**config.mk**
```make
export PLATFORM = sky130hd
export DESIGN_NAME = sram_rr_arbiter_flat
export DESIGN_NICKNAME = d
export VERILOG_FILES = /design/src/rtl/sram_rr_arbiter_if.sv /design/src/rtl/sram_rr_arbiter.sv /design/src/flat_wrapper.sv
export SDC_FILE = /design/constraint.sdc
export NUM_CORES = 1
export LEC_CHECK = 0
export ABC_AREA = 0
export ABC_CLOCK_PERIOD_IN_PS = 2550
export BUFFER_PORTS_ARGS = -buffer_cell sky130_fd_sc_hd__clkbuf_2
export CAP_MARGIN = 20
export CORE_MARGIN = 10
export CORE_UTILIZATION = 50
export DETAILED_ROUTE_END_ITERATION = 7
export PLACE_DENSITY = 0.81
export SETUP_SLACK_MARGIN = 0.1
export SLEW_MARGIN = 20
export SYNTH_ARGS = -nofsm -noshare
export SYNTH_HDL_FRONTEND = slang
export SYNTH_SLANG_ARGS = --single-unit
```
**constraint.sdc**
```tcl
create_clock -name clk0 -period 2.55 [get_ports clk0]
set_input_delay 0.3825 -clock clk0 [delete_from_list [all_inputs] [get_ports clk0]]
set_output_delay 0.3825 -clock clk0 [all_outputs]
set_load 0.02 [all_outputs]
```
**src/rtl/sram_rr_arbiter_if.sv**
```systemverilog
`default_nettype none
// ============================================================================
// sram_rr_arbiter_if : request/response ports and SRAM macro bus of the arbiter
// Revision: 1.0
// ============================================================================
interface sram_rr_arbiter_if #(
    parameter int DATA_WIDTH = 32,
    parameter int ADDR_WIDTH = 7
);
    logic                  p0_valid;
    logic                  p0_ready;
    logic                  p0_we;
    logic [ADDR_WIDTH-1:0] p0_addr;
    logic [DATA_WIDTH-1:0] p0_wdata;
    logic                  p0_rvalid;
    logic [DATA_WIDTH-1:0] p0_rdata;

    logic                  p1_valid;
    logic                  p1_ready;
    logic                  p1_we;
    logic [ADDR_WIDTH-1:0] p1_addr;
    logic [DATA_WIDTH-1:0] p1_wdata;
    logic                  p1_rvalid;
    logic [DATA_WIDTH-1:0] p1_rdata;

    logic                  sram_csb0;
    logic                  sram_web0;
    logic [ADDR_WIDTH-1:0] sram_addr0;
    logic [DATA_WIDTH-1:0] sram_din0;
    logic [DATA_WIDTH-1:0] sram_dout0;

    modport master (
        output p0_valid, p0_we, p0_addr, p0_wdata,
        input  p0_ready, p0_rvalid, p0_rdata,
        output p1_valid, p1_we, p1_addr, p1_wdata,
        input  p1_ready, p1_rvalid, p1_rdata,
        input  sram_csb0, sram_web0, sram_addr0, sram_din0,
        output sram_dout0
    );

    modport slave (
        input  p0_valid, p0_we, p0_addr, p0_wdata,
        output p0_ready, p0_rvalid, p0_rdata,
        input  p1_valid, p1_we, p1_addr, p1_wdata,
        output p1_ready, p1_rvalid, p1_rdata,
        output sram_csb0, sram_web0, sram_addr0, sram_din0,
        input  sram_dout0
    );
endinterface
`default_nettype wire

```
**src/rtl/sram_rr_arbiter.sv**
```systemverilog
`default_nettype none
// ============================================================================
// sram_rr_arbiter : two-port round-robin arbiter/sequencer for a 1rw SRAM macro
// Optional macro SRAM_ARB_INIT_EN: zero-fill sweep of the whole array after reset.
// Revision: 1.0
// ============================================================================
module sram_rr_arbiter #(
    parameter int DATA_WIDTH = 32,
    parameter int ADDR_WIDTH = 7,
    parameter int RAM_DEPTH  = 1 << ADDR_WIDTH
) (
    input  wire logic         clk0,
    input  wire logic         rst0,
    sram_rr_arbiter_if.slave  bus,
    output logic              init_done
);
    typedef enum logic [0:0] {
        ST_INIT = 1'b0,
        ST_RUN  = 1'b1
    } state_t;

`ifdef SRAM_ARB_INIT_EN
    localparam state_t C_RESET_STATE = ST_INIT;
`else
    localparam state_t C_RESET_STATE = ST_RUN;
`endif
    localparam logic [ADDR_WIDTH-1:0] C_LAST_ADDR = ADDR_WIDTH'(RAM_DEPTH - 1);

    state_t                r_state;
    logic                  r_init_done;
    logic [ADDR_WIDTH-1:0] r_init_cnt;
    logic                  r_csb;
    logic                  r_web;
    logic [ADDR_WIDTH-1:0] r_addr;
    logic [DATA_WIDTH-1:0] r_din;
    logic                  r_last_p1;
    logic                  r_tag1_v;
    logic                  r_tag1_p;
    logic                  r_tag2_v;
    logic                  r_tag2_p;
    logic                  r_p0_rvalid;
    logic                  r_p1_rvalid;
    logic [DATA_WIDTH-1:0] r_p0_rdata;
    logic [DATA_WIDTH-1:0] r_p1_rdata;

    logic                  w_en;
    logic                  w_gnt0;
    logic                  w_gnt1;
    logic                  w_accept;
    logic                  w_we;
    logic [ADDR_WIDTH-1:0] w_addr;
    logic [DATA_WIDTH-1:0] w_wdata;

    // r_last_p1 resets high so port 0 wins the first contended cycle.
    assign w_en     = r_init_done && (r_state == ST_RUN) && !rst0;
    assign w_gnt0   = w_en && bus.p0_valid && (!bus.p1_valid || r_last_p1);
    assign w_gnt1   = w_en && bus.p1_valid && !w_gnt0;
    assign w_accept = w_gnt0 || w_gnt1;
    assign w_we     = w_gnt1 ? bus.p1_we    : bus.p0_we;
    assign w_addr   = w_gnt1 ? bus.p1_addr  : bus.p0_addr;
    assign w_wdata  = w_gnt1 ? bus.p1_wdata : bus.p0_wdata;

    always_ff @(posedge clk0) begin
        if (rst0) begin
            r_state     <= C_RESET_STATE;
            r_init_done <= 1'b0;
            r_init_cnt  <= '0;
            r_csb       <= 1'b1;
            r_web       <= 1'b1;
            r_addr      <= '0;
            r_din       <= '0;
            r_last_p1   <= 1'b1;
            r_tag1_v    <= 1'b0;
            r_tag1_p    <= 1'b0;
            r_tag2_v    <= 1'b0;
            r_tag2_p    <= 1'b0;
            r_p0_rvalid <= 1'b0;
            r_p1_rvalid <= 1'b0;
            r_p0_rdata  <= '0;
            r_p1_rdata  <= '0;
        end else begin
            // Second tag stage lines up with dout0 being valid at this edge.
            r_tag2_v    <= r_tag1_v;
            r_tag2_p    <= r_tag1_p;
            r_p0_rvalid <= r_tag2_v && !r_tag2_p;
            r_p1_rvalid <= r_tag2_v &&  r_tag2_p;
            if (r_tag2_v && !r_tag2_p) r_p0_rdata <= bus.sram_dout0;
            if (r_tag2_v &&  r_tag2_p) r_p1_rdata <= bus.sram_dout0;
            r_tag1_v    <= 1'b0;

            case (r_state)
                ST_INIT: begin
                    r_csb      <= 1'b0;
                    r_web      <= 1'b0;
                    r_din      <= '0;
                    r_addr     <= r_init_cnt;
                    r_init_cnt <= r_init_cnt + ADDR_WIDTH'(1);
                    if (r_init_cnt == C_LAST_ADDR) begin
                        r_state     <= ST_RUN;
                        r_init_done <= 1'b1;
                    end
                end
                default: begin
                    r_init_done <= 1'b1;
                    if (w_accept) begin
                        r_csb     <= 1'b0;
                        r_web     <= ~w_we;
                        r_addr    <= w_addr;
                        if (w_we) r_din <= w_wdata;
                        r_last_p1 <= w_gnt1;
                        r_tag1_v  <= ~w_we;
                        r_tag1_p  <= w_gnt1;
                    end else begin
                        r_csb     <= 1'b1;
                    end
                end
            endcase
        end
    end

    assign bus.p0_ready   = w_gnt0;
    assign bus.p1_ready   = w_gnt1;
    assign bus.p0_rvalid  = r_p0_rvalid;
    assign bus.p1_rvalid  = r_p1_rvalid;
    assign bus.p0_rdata   = r_p0_rdata;
    assign bus.p1_rdata   = r_p1_rdata;
    assign bus.sram_csb0  = r_csb;
    assign bus.sram_web0  = r_web;
    assign bus.sram_addr0 = r_addr;
    assign bus.sram_din0  = r_din;
    assign init_done      = r_init_done;
endmodule
`default_nettype wire

```
**src/flat_wrapper.sv**
```systemverilog
// flat-port wrapper written by rule: the top's interface ports become plain ports
module sram_rr_arbiter_flat 
#(
    parameter int DATA_WIDTH = 32,
    parameter int ADDR_WIDTH = 7,
    parameter int RAM_DEPTH  = 1 << ADDR_WIDTH
)
  (clk0, rst0, init_done, bus_p0_valid, bus_p0_we, bus_p0_addr, bus_p0_wdata, bus_p0_ready, bus_p0_rvalid, bus_p0_rdata, bus_p1_valid, bus_p1_we, bus_p1_addr, bus_p1_wdata, bus_p1_ready, bus_p1_rvalid, bus_p1_rdata, bus_sram_csb0, bus_sram_web0, bus_sram_addr0, bus_sram_din0, bus_sram_dout0);
  sram_rr_arbiter_if #(.DATA_WIDTH(DATA_WIDTH), .ADDR_WIDTH(ADDR_WIDTH)) bus_i ();
  input  wire logic clk0;
  input  wire logic rst0;
  output logic init_done;
  input wire logic [$bits(bus_i.p0_valid)-1:0] bus_p0_valid;
  input wire logic [$bits(bus_i.p0_we)-1:0] bus_p0_we;
  input wire logic [$bits(bus_i.p0_addr)-1:0] bus_p0_addr;
  input wire logic [$bits(bus_i.p0_wdata)-1:0] bus_p0_wdata;
  output wire logic [$bits(bus_i.p0_ready)-1:0] bus_p0_ready;
  output wire logic [$bits(bus_i.p0_rvalid)-1:0] bus_p0_rvalid;
  output wire logic [$bits(bus_i.p0_rdata)-1:0] bus_p0_rdata;
  input wire logic [$bits(bus_i.p1_valid)-1:0] bus_p1_valid;
  input wire logic [$bits(bus_i.p1_we)-1:0] bus_p1_we;
  input wire logic [$bits(bus_i.p1_addr)-1:0] bus_p1_addr;
  input wire logic [$bits(bus_i.p1_wdata)-1:0] bus_p1_wdata;
  output wire logic [$bits(bus_i.p1_ready)-1:0] bus_p1_ready;
  output wire logic [$bits(bus_i.p1_rvalid)-1:0] bus_p1_rvalid;
  output wire logic [$bits(bus_i.p1_rdata)-1:0] bus_p1_rdata;
  output wire logic [$bits(bus_i.sram_csb0)-1:0] bus_sram_csb0;
  output wire logic [$bits(bus_i.sram_web0)-1:0] bus_sram_web0;
  output wire logic [$bits(bus_i.sram_addr0)-1:0] bus_sram_addr0;
  output wire logic [$bits(bus_i.sram_din0)-1:0] bus_sram_din0;
  input wire logic [$bits(bus_i.sram_dout0)-1:0] bus_sram_dout0;
  assign bus_i.p0_valid = bus_p0_valid;
  assign bus_i.p0_we = bus_p0_we;
  assign bus_i.p0_addr = bus_p0_addr;
  assign bus_i.p0_wdata = bus_p0_wdata;
  assign bus_p0_ready = bus_i.p0_ready;
  assign bus_p0_rvalid = bus_i.p0_rvalid;
  assign bus_p0_rdata = bus_i.p0_rdata;
  assign bus_i.p1_valid = bus_p1_valid;
  assign bus_i.p1_we = bus_p1_we;
  assign bus_i.p1_addr = bus_p1_addr;
  assign bus_i.p1_wdata = bus_p1_wdata;
  assign bus_p1_ready = bus_i.p1_ready;
  assign bus_p1_rvalid = bus_i.p1_rvalid;
  assign bus_p1_rdata = bus_i.p1_rdata;
  assign bus_sram_csb0 = bus_i.sram_csb0;
  assign bus_sram_web0 = bus_i.sram_web0;
  assign bus_sram_addr0 = bus_i.sram_addr0;
  assign bus_sram_din0 = bus_i.sram_din0;
  assign bus_i.sram_dout0 = bus_sram_dout0;
  sram_rr_arbiter #(.DATA_WIDTH(DATA_WIDTH), .ADDR_WIDTH(ADDR_WIDTH), .RAM_DEPTH(RAM_DEPTH)) u_core (.clk0(clk0), .rst0(rst0), .bus(bus_i), .init_done(init_done));
endmodule
```
==> impl_metrics.ini <==
[placed_design]
io_buffers = 225
gp_congestion = 0.760
dp_hpwl_mm = 11.0
dp_cells = 859
place_area_um2 = 5890

[clocking]
cts_sinks = 121
cts-root-buf = clkbuf_8
cts.clk_slew.worst_paths_ns = 0.06
cts_resized = 0
hold_buffers = 0
cts_tree = yes
cts_setup_buffers = 0
worstSkewPairLatency_ns = 0.50
cts_buffer_depth = 2
h-tree-depth = 4
cts_buffers = 17

[yosys]
yosys-top-cells-area = dfxtp_1 (51%), nand2_1 (11%), a21oi_1 (10%), mux2i_1 (8.5%), a211oi_1 (5.1%)
synth_area_um2 = 4720
postSynthCellCount = 540
yosys.area.top_type_share = 0.513
synth_cell_type_count = 35
synth-warning-count = 0
async_flop_share = 0
synth_fa_ha_area_frac = 0.00265
yosysMostFrequentCell = nand2_1
ys.flop_type = dfxtp_1
synth_compound_area_frac = 0.184
synth_top_family_by_area = compound AO/OA/AOI/OAI gates
synth.yosys.seq_area_share = 0.513
synth_edf_count = 0
synth_top_area_cell = dfxtp_1
synth_simple_gate_area_frac = 0.155
synth_mux_area_frac = 0.0872
ys_top_cells_by_count = nand2_1 (133), dfxtp_1 (121), a21oi_1 (98), mux2i_1 (40), a211oi_1 (32)
ys_ff_latch = 121
synth_xor_area_frac = 0.00927
syn_nets = 657
synth_area_per_cell_um2 = 8.74

[power_and_ir_drop]
pwr-share-comb = 0.088
ir_drop_mv = 0.459
pwr-share-seq = 0.417
internal-power_mw = 3.62
p_clk_frac = 0.495
power.density_nw_per_um2 = 731
p_leak_nw = 3.02
swShare = 0.235
switchingPower_mw = 1.11

[finish]
layout.nets = 866
drive_above_1_share = 0.359
diodes = 0
instances_no_fill = 890
area_growth_pct = 37.1
design_area_um2 = 6480

[die]
core_um2 = 9240
fp.dieW_um = 117
initial_core_util = 0.511
num_io_pins = 226
die_area_um2 = 13700
dieHeight_um = 117
rows = 35

[timing]
setup_viol = 0
max_freq_mhz = 444
skew_ns = 0.00837
fin_setup_tns_ns = 0
slew_headroom = 0.426
finalMaxSlewViolations = 0
worst_pin_slew_ns = 0.861
rsz0062_at_grt = false
min_period_over_period = 0.883
finalCriticalPeriod_ns = 2.25
timing.final.hold_violations = 0

[drt]
vias_per_cell = 5.14
drc_errors = 0
firstDrtPassIters = 5
num_vias = 4573
routedWlPerCell_um = 16.3
drt_iter0_markers = 382
antenna_left = 0
wirelength_mm = 14.5

[run]
cap_violations = 0

[global_routing]
grt_usage = 0.209
grt_max_degree = 89
grt_pass1_vias = 4640
overflow = 0
antenna_found_initial = 0
grt_pass1_wl_mm = 22.9

[worst_setup_path]
cp_max_fo = 21
crit_family = buffers and inverters
cp.depth = 5
worstRegToRegCells = 4
cp_num_buf_inv = 3
slowest_stage = dfxtp_1
endpoint_kind = output pin
arrival_ns = 1.87
cp-start-kind = flip-flop
path_class = reg2out
crit_chain = buf_4, nor2b_1, nand3_2, inv_1, clkbuf_2
slowest_delay_ns = 0.38
crit_required_ns = 2.17

[outcome]
run_status = finished, final reports clean

[hold_path]
worstHoldPathType = in2reg
hold_depth = 3
[layout by cell type, fill, tap and decap left out, types with 4 or more instances in the layout]
cell type and count:
buf_4 12, a21oi_1 98, clkbuf_2 225, xor2_1 4
nor2_1 9, a211oi_1 32, a31oi_1 8, o22ai_1 5
mux2i_1 40, nand2_1 133, clkinv_2 4, clkbuf_16 16
dfxtp_1 121, nor2b_1 11
[cell type report]
class                   instances  area, µm²
clock buffers                  19        432
clock inverters                12        150
fillers                       744       2760
inverters                       2       7.51
multi-input cells             370       2090
flip-flops and latches        121       2420
well taps                     129        161
repair buffers                237       1220
[flip-flops by register name, indices dropped and copies added (netlist names)]
signal                 count
u_core.r_tag2_v            1
u_core.bus.p1_rvalid       1
u_core.r_init_cnt          7
u_core.bus.sram_din0      32
u_core.bus.p0_rdata       32
u_core.init_done           1
u_core.r_tag2_p            1
u_core.r_last_p1           1
u_core.r_state             1
u_core.bus.p0_rvalid       1
u_core.r_tag1_p            1
u_core.r_tag1_v            1
u_core.bus.p1_rdata       32
u_core.bus.sram_addr0      7
u_core.bus.sram_csb0       1
u_core.bus.sram_web0       1
[final timing paths]
path / from / endpoint / slack (ns)
setup / recovery: u_core.r_state$_SDFF_PP1_ / bus_p1_ready / 0.30
hold / removal: bus_sram_dout0[29] / u_core.bus.p0_rdata[29]$_SDFFE_PP0P_ / 0.12
setup reg to reg: u_core.r_last_p1$_SDFFE_PP1P_ / u_core.bus.sram_din0[18]$_SDFFE_PP0P_ / 0.67
hold reg to reg: u_core.r_tag1_v$_SDFF_PP0_ / u_core.r_tag2_v$_SDFF_PP0_ / 0.44
[power groups by stage]
stage	clock network, mW	registers, mW	logic (mW)
after CTS	2.38	1.97	0.419
final	2.34	1.97	0.416
after global routing	2.48	1.98	0.459
after global placement	0	2.01	0.408
after floorplan	0	2.07	0.178
after detailed placement	0	2.01	0.418
[cell families (layout without fill, tap and decap cells)]
logic type / after synthesis / count (layout)
XOR/XNOR: 5 / 5
adder cells (fa/ha/maj): 1 / 1
AND/OR/NAND/NOR: 172 / 172
AO/OA/AOI/OAI: 151 / 151
buffers and inverters: 49 / 270
flip-flops: 121 / 121
multiplexers: 41 / 41
[metal layers]
metal	part of all wire	GRT usage	routed length [µm]
met2	0.47	0.345	6900
met3	0.10	0.0887	1520
met5	0	0	0
met4	0.013	0.0601	187
met1	0.41	0.241	5930
[worst reg2reg max path: cells and delay by family (launching register included)]
kind | cells | cell delay, ns
multiplexers | 1 | 0.40
flip-flops | 1 | 0.33
AND/OR/NAND/NOR | 1 | 0.40
AO/OA/AOI/OAI | 2 | 0.67
[metrics by stage]
stage,total power [mW],hold WS [ns],util,setup slack [ns]
2_1_floorplan,2.24,0.414,-,0.788
3_3_place_gp,2.42,0.432,0.638,0.289
3_5_place_dp,2.43,0.445,0.638,0.214
4_1_cts,4.77,0.0938,0.701,0.255
5_1_grt,4.91,0.103,0.701,0.173
6_report,4.73,0.121,0.701,0.298
Note: power is estimated with default switching activity, not from simulation.
